### src/rtl/rf_write_arbiter_pkg.sv
// Shared constants and state encoding for the register-file write arbiter.
package rf_write_arbiter_pkg;

   localparam int unsigned XLEN   = 32;
   localparam int unsigned NREG   = 32;
   localparam int unsigned REG_AW = $clog2(NREG);

   localparam logic [REG_AW-1:0] REG_X0 = '0;

   typedef enum logic [1:0] {
      ArbIdle  = 2'd0,
      ArbHeld  = 2'd1,
      ArbStall = 2'd2
   } arb_state_e;

endpackage

### src/rtl/rf_scoreboard.sv
// Per-register busy vector for LLU destinations in flight. Set and clear of the
// same register in one cycle resolves to set (a new op has been dispatched).
module rf_scoreboard
   import rf_write_arbiter_pkg::*;
(
   input  logic              clk,
   input  logic              rst_n,
   input  logic              set_en,
   input  logic [REG_AW-1:0] set_idx,
   input  logic              clr_en,
   input  logic [REG_AW-1:0] clr_idx,
   output logic [NREG-1:0]   busy
);

   logic [NREG-1:0] busy_d, busy_q;

   // Next busy vector: clear first so a same-cycle set overrides it.
   always_comb begin
      busy_d = busy_q;
      if (clr_en) busy_d[clr_idx] = 1'b0;
      if (set_en) busy_d[set_idx] = 1'b1;
   end

   // Busy register.
   always_ff @(posedge clk or negedge rst_n) begin
      if (!rst_n) busy_q <= '0;
      else        busy_q <= busy_d;
   end

   assign busy = busy_q;

endmodule

### src/rtl/rf_write_arbiter.sv
// Shares the register-file write port between writeback (priority) and a
// long-latency unit whose single result is buffered until the port is free.
module rf_write_arbiter
   import rf_write_arbiter_pkg::*;
#(
   parameter int unsigned MAX_WAIT = 4
) (
   input  logic              clk,
   input  logic              rst_n,
   input  logic              wb_we,
   input  logic [REG_AW-1:0] wb_rd,
   input  logic [XLEN-1:0]   wb_data,
   input  logic              llu_issue,
   input  logic [REG_AW-1:0] llu_issue_rd,
   input  logic              llu_valid,
   input  logic [REG_AW-1:0] llu_rd,
   input  logic [XLEN-1:0]   llu_data,
   output logic              llu_ready,
   output logic              rf_we,
   output logic [REG_AW-1:0] rf_waddr,
   output logic [XLEN-1:0]   rf_wdata,
   output logic [NREG-1:0]   busy,
   output logic              stall_o
);

   localparam logic [3:0] WaitLast = 4'(MAX_WAIT - 1);

   arb_state_e        state_d, state_q;
   logic [3:0]        wait_cnt_d, wait_cnt_q;
   logic [REG_AW-1:0] held_rd_d, held_rd_q;
   logic [XLEN-1:0]   held_data_d, held_data_q;

   logic held_v;
   logic wb_req;
   logic accept;
   logic drain;

   assign held_v    = (state_q != ArbIdle);
   // A write to x0 is not a port request at all.
   assign wb_req    = wb_we && (wb_rd != REG_X0);
   assign llu_ready = ~held_v;
   // Results for x0 are acknowledged but never buffered.
   assign accept    = llu_valid && llu_ready && (llu_rd != REG_X0);
   assign drain     = held_v && !wb_req;
   assign stall_o   = (state_q == ArbStall);

   // Next-state: buffer capture, starvation counting and drain.
   always_comb begin
      state_d     = state_q;
      wait_cnt_d  = wait_cnt_q;
      held_rd_d   = held_rd_q;
      held_data_d = held_data_q;
      unique case (state_q)
         ArbIdle: begin
            if (accept) begin
               state_d     = ArbHeld;
               wait_cnt_d  = '0;
               held_rd_d   = llu_rd;
               held_data_d = llu_data;
            end
         end
         ArbHeld: begin
            if (drain) begin
               state_d = ArbIdle;
            end else begin
               wait_cnt_d = wait_cnt_q + 4'd1;
               if (wait_cnt_q == WaitLast) state_d = ArbStall;
            end
         end
         ArbStall: begin
            if (drain) state_d = ArbIdle;
         end
         default: state_d = ArbIdle;
      endcase
   end

   // Arbiter state and buffered LLU entry.
   always_ff @(posedge clk or negedge rst_n) begin
      if (!rst_n) begin
         state_q     <= ArbIdle;
         wait_cnt_q  <= '0;
         held_rd_q   <= '0;
         held_data_q <= '0;
      end else begin
         state_q     <= state_d;
         wait_cnt_q  <= wait_cnt_d;
         held_rd_q   <= held_rd_d;
         held_data_q <= held_data_d;
      end
   end

   // Write-port mux: writeback first, then the buffered entry, else idle.
   always_comb begin
      rf_we    = 1'b0;
      rf_waddr = '0;
      rf_wdata = '0;
      if (wb_req) begin
         rf_we    = 1'b1;
         rf_waddr = wb_rd;
         rf_wdata = wb_data;
      end else if (held_v) begin
         rf_we    = 1'b1;
         rf_waddr = held_rd_q;
         rf_wdata = held_data_q;
      end
   end

   rf_scoreboard u_scoreboard (
      .clk     (clk),
      .rst_n   (rst_n),
      .set_en  (llu_issue && (llu_issue_rd != REG_X0)),
      .set_idx (llu_issue_rd),
      .clr_en  (drain),
      .clr_idx (held_rd_q),
      .busy    (busy)
   );

   // Decode must never let writeback target a register with an LLU write pending.
   wb_to_busy_reg : assert property (@(posedge clk) disable iff (!rst_n)
      !(wb_req && busy[wb_rd]));

endmodule

### config.mk
export PLATFORM = sky130hd
export DESIGN_NAME = rf_write_arbiter
export DESIGN_NICKNAME = d
export VERILOG_FILES = /design/src/rtl/rf_write_arbiter_pkg.sv /design/src/rtl/rf_scoreboard.sv /design/src/rtl/rf_write_arbiter.sv
export SDC_FILE = /design/constraint.sdc
export NUM_CORES = 1
export LEC_CHECK = 0
export ABC_CLOCK_PERIOD_IN_PS = 2500
export CAP_MARGIN = 15
export CORE_MARGIN = 2
export CORE_UTILIZATION = 45
export CTS_CLUSTER_DIAMETER = 60
export CTS_CLUSTER_SIZE = 8
export DETAILED_ROUTE_END_ITERATION = 16
export PLACE_DENSITY = 0.84
export SYNTH_ARGS = -nofsm -noshare
export SYNTH_HDL_FRONTEND = slang
export SYNTH_SLANG_ARGS = --single-unit
### constraint.sdc
create_clock -name clk -period 2.5 [get_ports clk]
set_input_delay 0.375 -clock clk [delete_from_list [all_inputs] [get_ports clk]]
set_output_delay 0.375 -clock clk [all_outputs]
set_load 0.02 [all_outputs]
### Word-level counts from Yosys, hierarchy flattened

Index checks and enable logic that the tools add are counted.

* $add $sub $neg: 1
* multiply operators: 0
* divide/modulo/power cells: 0
* order comparisons: 4
* equality and inequality tests: 7
* shift operators: 0
* mux-type cells: 20
* bitwise logic cells: 4
* reductions and logical operators: 17

Operator list (count)
* 2-to-1 mux 32 bit: 4
* bitwise AND 32 bit: 1
* inverter 32 bit: 1
* bitwise OR 32 bit: 1
* nonzero test 5 bit: 3
* < comparator 5 x 6 -> 1 bit (second input constant): 2
* demux 1 bit (select 5 bit): 2
* greater-or-equal comparator 5 x 1 -> 1 bit (second input constant): 2
* 2-to-1 mux 5 bit: 2
* 2-to-1 mux 2 bit: 4
* 2-to-1 mux 4 bit: 2
* case mux 4 bit (2 select lines): 1
* logical AND 1 bit: 7
* case mux 2 bit (3 select lines): 1
* AND reduction 3 bit: 2
* adder 4 x 1 -> 4 bit (second input constant): 1
* equality test 4 x 2 -> 1 bit (second input constant): 1
* 2-to-1 mux 1 bit: 4
* != test 2 bit (second input constant): 2
* nonzero test 2 bit: 2
* != test 3 bit (second input constant): 1
* equality test 2 x 1 -> 1 bit (second input constant): 1
* equality test 2 bit (second input constant): 1
* logical NOT 2 bit: 1
* 4 further kinds: 4

* register bits: 75
* latch bits: 0
* bits in writable memories: 0
* ROM bits: 0
* input port bits: 84
* output and inout bits: 72
* word-level logic and storage cells: 58
* memories kept: 0

### Logic depth before layout (Yosys ltp)

* depth after elaboration: 9
* gate-level depth with buffers: 7
* mapped depth without buffers: 5

### Modules after synthesis

From an unflattened synthesis, not the netlist that was laid out.

* cells, all modules: 359
* area, all modules: 3742.3 um2

By module, submodules not included
* rf_write_arbiter: instances 1, cells an instance 236, area each 2434.8 um2, sequential area each 1076.0 um2
* rf_scoreboard: instances 1, cells an instance 123, area each 1307.5 um2, sequential area each 800.8 um2

### Least setup slack after synthesis

No wires, ideal clock.

* path type: input-to-output
* start point: input wb_rd[3]
* end point: output rf_waddr[2]
* arrival: 1.830 ns
* required time: 2.125 ns
* path slack: 0.295 ns
* stages: 5
* path buffers: 2
* cell sequence: or4_4 -> o21a_1 -> buf_6 -> buf_6 -> o21ai_0

* cells in the longest elaborated chain, start to end: 3

Ends and longest elaborated chain
* from (decl): RTL line rf_write_arbiter.sv:11 `input logic [REG_AW-1:0] wb_rd,`
* nonzero test 5 bit: RTL line rf_write_arbiter.sv:40 `assign wb_req = wb_we && (wb_rd != REG_X0);`
* logical AND 1 bit: RTL line rf_write_arbiter.sv:40
* 2-to-1 mux 5 bit: RTL line rf_write_arbiter.sv:97 `if (wb_req) begin`
* to (decl): RTL line rf_write_arbiter.sv:20 `output logic [REG_AW-1:0] rf_waddr,`

No other way between the ends.

### Worst setup path after layout

* start point: input wb_rd[2]
* end point: output rf_wdata[2]

* cells in the longest elaborated chain, start to end: 3

Ends and longest elaborated chain
* nonzero test 5 bit: RTL line rf_write_arbiter.sv:40
* logical AND 1 bit: RTL line rf_write_arbiter.sv:40
* 2-to-1 mux 32 bit: RTL line rf_write_arbiter.sv:97
* to (decl): RTL line rf_write_arbiter.sv:21 `output logic [XLEN-1:0] rf_wdata,`

No other way between the ends.

==> flow_summary.ini <==
[floorplanning]
io_pins = 156
core.rowCount = 33
die_area_um2 = 9080
die_h_um = 95.3
die_x_um = 95.3
coreArea_um2 = 8130
start_util_pct = 46.1

[drt]
drt-met1-wl_mm = 4.78
finalWirelength_mm = 11.5
drt-initial-drc-count = 191
met3WireLength_um = 692
met2WireLength_mm = 5.86
num_vias = 3686
drt-pass1-iter-count = 5
highest-signal-layer = met4
viasPerCell = 5.64
drcViolationCount = 0
ant_nets = 0
wl_per_cell_um = 17.7

[timing]
setup_violations = 0
fin_skew_ns = 0.00647
rsz0062_at_grt = true
fin_crit_sh_pct = 98.1
hold_violations = 0
period_needed_ns = 2.45
whs_ns = 0.178
drv_slew = 0
tightest_slew_ns = 0.938
timing.fmax_ghz = 0.408
relSlewSlack_pct = 37.5

[layout]
syn_to_final_growth_pct = 53.1
final_common_cell = clkdlybuf4s50_1
fin_cells = 654
finalNetCount = 629
fillerInstances = 598
design_area_um2 = 5740
diodes = 0
final_layout_size_suffix_gt1_share_pct = 21.7
mostFrequentLayoutCells = 112 x clkdlybuf4s50_1, 97 x nand2_1, 75 x dfrtp_1, 39 x nand3_1, 36 x o31ai_1

[logic_synthesis]
synth-edff-count = 0
async_flop_share_pct = 100
ys_seq_area_share_pct = 50.0
netlist_area_um2 = 3750
synth_fp_nets = 466
synthDistinctLibCells = 40
ys_seq_elements = 75
netlist_instances = 381
synth_area_per_cell_um2 = 9.85
synthFlopType = dfrtp_1
yosysWarnings = 0

[worst_hold_path]
worstHoldPathType = in -> async

[run_status]
status = finished, final reports clean

[global_routing]
gr-total-overflow = 0
grt_max_degree = 76
grtUsageTotal_pct = 25.7
antenna_found_initial = 0
grt_pass1_wl_mm = 18.0
grt_pass1_vias = 3652

[critical_path]
critPathLaunchType = input pin
required_ns = 2.12
crit_chain = dlygate4sd2_1 > or4_4 > o21ai_4 > buf_6 > buf_12 > buf_16 > nand3_1 > nand2_1 > buf_4
slowest_delay_ns = 0.57
crit_type = in -> out
critPathSlowestCell = or4_4
endpoint_kind = primary output
worstPathArrival_ns = 2.08
crit_buf_inv = 5
worstPathMaxFanout = 5
crit_family = buffers and inverters

[place]
placed_area_um2 = 5460
dp_hpwl_mm = 7.87
dp.cells = 630
io_buffers = 155
finalWeightedCongestion = 0.836

[power_and_ir_drop]
power_frac_clock_pct = 21.4
power_density_nw_per_um2 = 1020
p_comb_share_pct = 43.4
p_sw_mw = 2.08
total_power_mw = 5.83
p_leak_nw = 2.53
ir_drop_mv = 0.447
seqPwrFrac_pct = 35.2
power.internal_mw = 3.75
p_sw_share_pct = 35.7

[clock_network]
htreeDepth = 3
cts.sinks = 75
clockBufferDepth = 2
tritoncts = done
clk_latency_ns = 0.33
cts-root-buf = clkbuf_8
cts_inserted_buffers = 9
clk_pin_slew_ns = 0.07

[run]
cap_violations = 0
==> path summary, 6_finish.rpt <==
kind                            depth (start not counted)  slack [ns]       startpoint                     to
worst max-delay path                                    9        0.05         wb_rd[2]            rf_wdata[2]
worst min-delay path                                    1        0.18            rst_n   u_scoreboard.busy[8]
worst max register to register                          5        0.44       state_q[0]  u_scoreboard.busy[12]
worst min register to register                          1        0.50  held_data_q[24]        held_data_q[24]
max in group asynchronous                               1        1.71            rst_n  u_scoreboard.busy[15]
min in group clk                                        1        0.50  held_data_q[24]        held_data_q[24]
==> synth_stat cells (2+ instances only) <==
cell type,n,area [um2]
nand2_1,97,364
dfrtp_1,75,1880
nand3_1,39,195
o31ai_1,36,270
mux2_2,34,383
o21ai_0,18,90.1
clkbuf_1,11,41.3
buf_2,5,25.0
buf_6,5,56.3
nand3b_1,5,37.5
buf_4,4,30.0
nand2b_1,4,25.0
nor2b_1,4,25.0
a32o_1,3,30.0
buf_1,3,11.3
nand4b_1,3,26.3
nor2_1,3,11.3
nor3b_1,3,22.5
o41ai_1,3,26.3
mux2_1,2,22.5
o211ai_1,2,15.0
or3_1,2,12.5
or3b_2,2,17.5
or4_1,2,15.0
==> power by group through the flow <==
stage / Combinational (mW) / Clock, mW / Sequential [mW]
floorplan: 1.11 / 0 / 2.27
global placement: 2.51 / 0 / 2.04
detailed placement: 2.57 / 0 / 2.06
CTS: 2.51 / 1.26 / 2.04
global route: 2.72 / 1.32 / 2.11
finish: 2.53 / 1.25 / 2.06
==> metal layers <==
| metal | up-vias | GRT usage, % |
|---|---|---|
| li1 | 1690 | - |
| met5 | - | 0 |
| met1 | 1835 | 32.7 |
| met3 | 17 | 4.51 |
| met4 | 0 | 8.70 |
| met2 | 144 | 44.2 |
==> state kept, by name (all words and copies together) (netlist names) <==
signal and flops:
wait_cnt_q 4, state_q 2, held_rd_q 5, held_data_q 32, u_scoreboard.busy 32
==> worst reg2reg max path, delay by kind of cell (launching register included) <==
family | cells | cell delay [ns]
AO/OA/AOI/OAI | 2 | 0.45
buffers and inverters | 1 | 0.14
AND/OR/NAND/NOR | 2 | 0.92
flip-flops | 1 | 0.41
==> cell type report <==
class	instances	area [um2]	share of cell area, %
tap	105	131	2.29
timing repair buffer	181	1730	30.2
inverter	1	3.75	0.0654
clock buffer	12	155	2.70
multi-input combinational	276	1720	30.0
sequential	75	1880	32.7
clock inverter	4	120	2.09
==> kinds of logic (layout without fill, tap and decap cells) <==
logic type	after synthesis	count (layout)	synth area share (%)
adders and majority gates	1	1	0.334
muxes	36	36	10.8
DFF	75	75	50.0
buffers and inverters	30	198	4.60
AOI/OAI and AO/OA	68	68	12.7
and+or+nand+nor	170	170	21.2
xor gates and xnor gates	1	1	0.234
==> metrics by stage <==
step	setup TNS [ns]	setup slack, ns	util, %
2_1_floorplan	0	0.295	-
3_3_place_gp	-16.16	-0.473	67.1
3_5_place_dp	-19.33	-0.505	67.1
4_1_cts	0	0.0700	70.3
5_1_grt	-0.00662	-0.00662	70.6
6_report	0	0.0466	70.6
==> timing repair <==
| item | 4_1_cts | 5_1_grt |
|---|---|---|
| cloned | 3 | 0 |
| endpoints found under the setup margin | 39 | 19 |
| hold endpoints to repair | 0 | 0 |
| hold buffers | 0 | 0 |
| resized for setup | 157 | 8 |
| pin swaps | 3 | 2 |
| buffers inserted | 5 | 0 |
Power figures use the tool's default switching activity.
